File: src/rtl/inert_pkg.sv
// Shared types and constants for the inertial-sensor sequencer: FSM states,
// the power-up register writes and the burst-read address map.
package inert_pkg;

    typedef enum logic [2:0] {
        POR_WAIT = 3'd0,
        INIT     = 3'd1,
        WAIT_INT = 3'd2,
        READ     = 3'd3,
        DONE     = 3'd4
    } state_t;

    localparam int N_INIT  = 4;
    localparam int N_BYTES = 8;

    // Configuration writes issued once after the sensor has settled
    localparam logic [15:0] INIT_CMD [0:N_INIT-1] = '{
        16'h0D02, 16'h1053, 16'h1150, 16'h1460
    };

    // Low byte first for each axis: roll, yaw, AY, AZ
    localparam logic [6:0] RD_ADDR [0:N_BYTES-1] = '{
        7'h24, 7'h25, 7'h26, 7'h27, 7'h2A, 7'h2B, 7'h2C, 7'h2D
    };

    localparam logic READ_BIT = 1'b1;

    function automatic logic [15:0] rd_cmd(input logic [2:0] b);
        return {READ_BIT, RD_ADDR[b], 8'h00};
    endfunction

endpackage

File: src/rtl/inert_sync2.sv
// Two-flop synchronizer for asynchronous sensor inputs; W independent bits.
module inert_sync2 #(
    parameter int W = 1
) (
    input  logic         clk,
    input  logic         rst,
    input  logic [W-1:0] i_d,
    output logic [W-1:0] o_q
);

    logic [W-1:0] r_meta;
    logic [W-1:0] r_sync;

    always_ff @(posedge clk or posedge rst) begin
        if (rst) begin
            r_meta <= '0;
            r_sync <= '0;
        end else begin
            r_meta <= i_d;
            r_sync <= r_meta;
        end
    end

    assign o_q = r_sync;

endmodule

File: src/rtl/inert_seq.sv
// Inertial sensor sequencer: power-on wait, register init, then INT-driven
// 8-byte burst reads published atomically as four signed 16-bit words.
module inert_seq
    import inert_pkg::*;
#(
    parameter int POR_W    = 16,
    parameter int SIM_FAST = 0
) (
    input  logic        clk,
    input  logic        rst,
    input  logic        INT,
    input  logic        spi_done,
    input  logic [7:0]  spi_rd_data,
    output logic        spi_wrt,
    output logic [15:0] spi_cmd,
    output logic        vld,
    output logic [15:0] roll_rt,
    output logic [15:0] yaw_rt,
    output logic [15:0] AY,
    output logic [15:0] AZ
);

    state_t             r_state;
    logic [POR_W-1:0]   r_por_cnt;
    logic [1:0]         r_init_idx;
    logic [2:0]         r_byte_idx;
    logic               r_pend;
    logic [7:0]         r_shadow [0:N_BYTES-2];
    logic [15:0]        r_roll;
    logic [15:0]        r_yaw;
    logic [15:0]        r_ay;
    logic [15:0]        r_az;

    logic               w_int_s;
    logic               w_por_done;
    logic               w_issue;
    logic               w_xfer_done;
    logic [15:0]        w_cmd;

    inert_sync2 #(.W(1)) u_int_sync (
        .clk (clk),
        .rst (rst),
        .i_d (INT),
        .o_q (w_int_s)
    );

    assign w_por_done = (SIM_FAST != 0) ? (r_por_cnt[3:0] == 4'hF) : (&r_por_cnt);

    // A command goes out only when nothing is outstanding; a done pulse with
    // nothing outstanding (including the issue cycle itself) is dropped.
    assign w_issue     = ((r_state == INIT) || (r_state == READ)) && !r_pend;
    assign w_xfer_done = spi_done && r_pend;

    always_comb begin
        w_cmd = 16'h0000;
        case (r_state)
            INIT:    w_cmd = INIT_CMD[r_init_idx];
            READ:    w_cmd = rd_cmd(r_byte_idx);
            default: w_cmd = 16'h0000;
        endcase
    end

    always_ff @(posedge clk or posedge rst) begin
        if (rst) begin
            r_pend <= 1'b0;
        end else if (w_issue) begin
            r_pend <= 1'b1;
        end else if (w_xfer_done) begin
            r_pend <= 1'b0;
        end
    end

    always_ff @(posedge clk or posedge rst) begin
        if (rst) begin
            r_state    <= POR_WAIT;
            r_por_cnt  <= '0;
            r_init_idx <= 2'd0;
            r_byte_idx <= 3'd0;
            r_roll     <= 16'h0000;
            r_yaw      <= 16'h0000;
            r_ay       <= 16'h0000;
            r_az       <= 16'h0000;
        end else begin
            case (r_state)
                POR_WAIT: begin
                    r_por_cnt <= r_por_cnt + POR_W'(1);
                    if (w_por_done) begin
                        r_state    <= INIT;
                        r_init_idx <= 2'd0;
                    end
                end
                INIT: begin
                    if (w_xfer_done) begin
                        r_init_idx <= r_init_idx + 2'd1;
                        if (r_init_idx == 2'd3) begin
                            r_state <= WAIT_INT;
                        end
                    end
                end
                WAIT_INT: begin
                    if (w_int_s) begin
                        r_state    <= READ;
                        r_byte_idx <= 3'd0;
                    end
                end
                READ: begin
                    if (w_xfer_done) begin
                        r_byte_idx <= r_byte_idx + 3'd1;
                        // Last byte: publish all four words together from the shadow
                        if (r_byte_idx == 3'd7) begin
                            r_roll  <= {r_shadow[1], r_shadow[0]};
                            r_yaw   <= {r_shadow[3], r_shadow[2]};
                            r_ay    <= {r_shadow[5], r_shadow[4]};
                            r_az    <= {spi_rd_data, r_shadow[6]};
                            r_state <= DONE;
                        end
                    end
                end
                DONE: begin
                    r_state <= WAIT_INT;
                end
                default: begin
                    r_state <= POR_WAIT;
                end
            endcase
        end
    end

    always_ff @(posedge clk or posedge rst) begin
        if (rst) begin
            for (int k = 0; k < N_BYTES - 1; k++) begin
                r_shadow[k] <= 8'h00;
            end
        end else if ((r_state == READ) && w_xfer_done && (r_byte_idx != 3'd7)) begin
            r_shadow[r_byte_idx] <= spi_rd_data;
        end
    end

    assign spi_wrt = w_issue;
    assign spi_cmd = w_cmd;
    assign vld     = (r_state == DONE);
    assign roll_rt = r_roll;
    assign yaw_rt  = r_yaw;
    assign AY      = r_ay;
    assign AZ      = r_az;

endmodule
File: config.mk
export PLATFORM = sky130hd
export DESIGN_NAME = inert_seq
export DESIGN_NICKNAME = d
export VERILOG_FILES = /design/src/rtl/inert_pkg.sv /design/src/rtl/inert_sync2.sv /design/src/rtl/inert_seq.sv
export SDC_FILE = /design/constraint.sdc
export NUM_CORES = 1
export LEC_CHECK = 0
export ABC_AREA = 1
export ABC_CLOCK_PERIOD_IN_PS = 5400
export BUFFER_PORTS_ARGS = -buffer_cell sky130_fd_sc_hd__clkbuf_2
export CORE_ASPECT_RATIO = 0.9
export CORE_MARGIN = 1.5
export CORE_UTILIZATION = 55
export CTS_BUF_LIST = sky130_fd_sc_hd__clkbuf_4 sky130_fd_sc_hd__clkbuf_8 sky130_fd_sc_hd__clkbuf_16
export CTS_CLUSTER_SIZE = 10
export DETAILED_ROUTE_END_ITERATION = 8
export GPL_ROUTABILITY_DRIVEN = 0
export GPL_TIMING_DRIVEN = 0
export PLACE_DENSITY = 0.78
export SYNTH_ARGS = -nofsm -noshare
export SYNTH_HDL_FRONTEND = slang
export SYNTH_SLANG_ARGS = --single-unit
File: constraint.sdc
create_clock -name clk -period 5.4 [get_ports clk]
set_clock_uncertainty 0.1 [all_clocks]
set_input_delay 0 -clock clk [delete_from_list [all_inputs] [get_ports clk]]
set_output_delay 0 -clock clk [all_outputs]
set_load 0.01 [all_outputs]
==> reports/metrics.csv <==
stage,metric,value,unit
outcome,outcome,completed,
finish,Final nets,807,
setup_path,Worst Path Required,5570,ps
worst_hold_path,type of the worst min-delay path,in2async,
yosys,"EDFF count, synth",0,
floorplan,Die Wd,115,µm
sta,count of final setup violators,0,
clock_network,CTS Buffer Depth,2,
sta,post-route minimum period,2280,ps
floorplan,Die Y,104,µm
grt,largest net degree at the start of global routing,107,
clock_network,Worst-path clk slew,60,ps
power,power per cell area,307,nW/µm²
grt,GR Util All Layers,24.3,%
routing,drt wl/cell,14.4,µm
clock_network,total clock sinks,147,
yosys,gate count of the mapped netlist,660,
sta,Sum Neg Setup Slack,0,ps
yosys,ys flop type,dfrtp_1,
place,port bufs,89,
yosys,post-synthesis area per instance,9.47,µm²
routing,DR iter-0 viols,503,
grt,initial antenna violation count,0,
finish,area of the multi-input gates,2130,µm²
grt,total gr overflow,0,
floorplan,starting density of the core,57.1,%
sta,hold_ws,45.7,ps
power,Design Power,2.35,mW
place,Placement Cell Area,6930,µm²
finish,area grow syn2layout,22.4,%
sta,number of hold violations in the final report,0,
yosys,Async SR Flop Fraction,100,%
clock_network,clk_lat worst skew,410,ps
routing,Antenna Violating Nets Remaining,0,
clock_network,Clock Root Buffer,clkbuf_16,
floorplan,Rows,36,
routing,WL final,13700,µm
grt,number of global-route vias before repair,4667,
finish,final instance area,7650,µm²
clock_network,CTS tree,built,
setup_path,worst-path fanout max,10,
clock_network,H-Tree Depth,4,
grt,first-pass GRT wire length,22600,µm
floorplan,Die ar.,12000,µm²
clock_network,CTS Buf Count,17,
sta,worst slew pin tran,663,ps
setup_path,Worst Reg2Reg Path Length in Cells,9,
finish,share of layout cells above drive strength 1,21.4,%
job,Max Cap Viol,0,
finish,fin util,69.9,%
yosys,register bit count reported by yosys,147,
sta,RSZ-0062 raised after global routing,false,
sta,Max Clk Rate,0.439,GHz
place,DP HPWL,9240,µm
power,Peak VDD IR,0.237,mV
yosys,synth unique cells,30,
clock_network,# Post-CTS Setup Buffers,0,
setup_path,critical path arrival,2440,ps
routing,vias per cell,5.11,
yosys,Post-Syn Area,6250,µm²
finish,Fill cells,808,
power,Lkg Pwr,4.12,nW
yosys,register area share after synthesis,58.9,%
floorplan,CORE AREA,10900,µm²
routing,# DRC,0,
floorplan,IO Count,94,
finish,register area,3680,µm²
setup_path,Crit. End Element,register,
finish,antenna cells,0,
sta,Max-slew headroom,55.3,%
sta,Max Slew Vio Count,0,
routing,routed vias,4837,
setup_path,CP Class,reg2reg,
setup_path,Worst setup SP type,register,
yosys,Syn. warnings,0,
sta,final worst path period share,42.2,%
routing,Pre-antenna DRT Iters,7,
[cell usage after synthesis (6+ instances only)]
master / n / share of area (%)
nand2_1: 221 / 13
dfrtp_1: 147 / 59
o21ai_0: 83 / 6.6
inv_1: 72 / 4.3
nor2_1: 27 / 1.6
nand3_1: 14 / 1.1
o21ai_2: 14 / 2.0
ha_1: 12 / 2.4
buf_2: 10 / 0.80
xor2_1: 8 / 1.1
buf_4: 6 / 0.72
nor2_8: 6 / 1.9
[stage by stage]
step / std cells / setup WS (ps)
detailed placement: 905 / 3120
global route: 947 / 2960
global placement: 904 / 27.6
floorplan: 663 / 1350
finish: 947 / 3120
CTS: 947 / 3100
[worst max-delay path, stage by stage (launching register included)]
cell     delay [ps]
dfrtp_1         530
ha_1            210
ha_1            270
inv_1           150
nor2_8          200
inv_2            80
buf_2           200
buf_2           210
nand2_1          80
o21ai_0          90
[cell usage in the layout, fill, tap and decap left out, types with 2 or more instances in the layout]
cell type and count:
nand2_1 221, dfrtp_1 147, clkbuf_2 89, o21ai_0 83, inv_1 71, nor2_1 27
clkbuf_16 17, nand3_1 14, o21ai_2 14, ha_1 12, dlygate4sd3_1 11, buf_2 10
xor2_1 8, nor2_8 6, buf_4 6, nand4_1 5, clkbuf_1 5, buf_8 4
o21ai_1 4, xnor2_1 4, conb_1 4, nor3_1 3, nand3_4 3, bufinv_16 3
clkbuf_8 3, clkinv_2 3, o22ai_1 2, clkbuf_4 2, clkinvlp_4 2
[report_power, final]
group	switching [mW]	leakage, nW	internal, mW
Combinational	0.0367	1.97	0.0130
Clock	0.424	0.299	0.769
Sequential	0.000735	1.85	1.10
Total	0.461	4.12	1.89
[per-layer routing]
layer  track usage, %  part of all wire, %  up-vias  wire (µm)
li1                 -                    -     2302          -
met1             32.9                   44     2337       5960
met2             38.6                   49      168       6650
met3             5.01                  5.7       30        778
met4             9.44                  1.9        0        255
met5                0                    0        -          0
[state kept, by name (all words and copies together), names as in the netlist]
register	cells
AY	16
AZ	16
r_byte_idx	3
r_init_idx	2
r_pend	1
r_por_cnt	16
r_shadow	56
r_state	3
roll_rt	16
u_int_sync.o_q	1
u_int_sync.r_meta	1
yaw_rt	16
[worst paths after layout]
| kind | start | to | slack [ps] |
|---|---|---|---|
| max | r_byte_idx[0] | AY[4] | 3120 |
| min in group clk | INT | u_int_sync.r_meta | 140 |
| max reg2reg | r_byte_idx[0] | AY[4] | 3120 |
| min | rst | yaw_rt[5] | 50 |
| min reg2reg | u_int_sync.r_meta | u_int_sync.o_q | 260 |
| max in group asynchronous | rst | r_shadow[42] | 4340 |
[cells by family after synthesis]
kind of cell / synth area share (%)
and+or+nand+nor: 20.4
DFF: 58.9
AOI/OAI and AO/OA: 9.33
buffers and inverters: 7.23
xor gates and xnor gates: 1.68
adders and majority gates: 2.40
other: 0.0600
[timing repair]
action,4_1_cts,5_1_grt
hold buffers,11,0
endpoints found under the setup margin,0,0
endpoints found under the hold margin,215,0
gates resized for setup,0,0
[layout make-up]
type	count	area share (%)
buffer	26	2.32
clock buffer	22	6.30
clock inverter	9	1.68
inverter	73	3.65
multi-input combinational	417	27.8
sequential	147	48.1
tap	152	2.49
timing repair buffer	101	7.62
(Power assumes the default switching activity.)
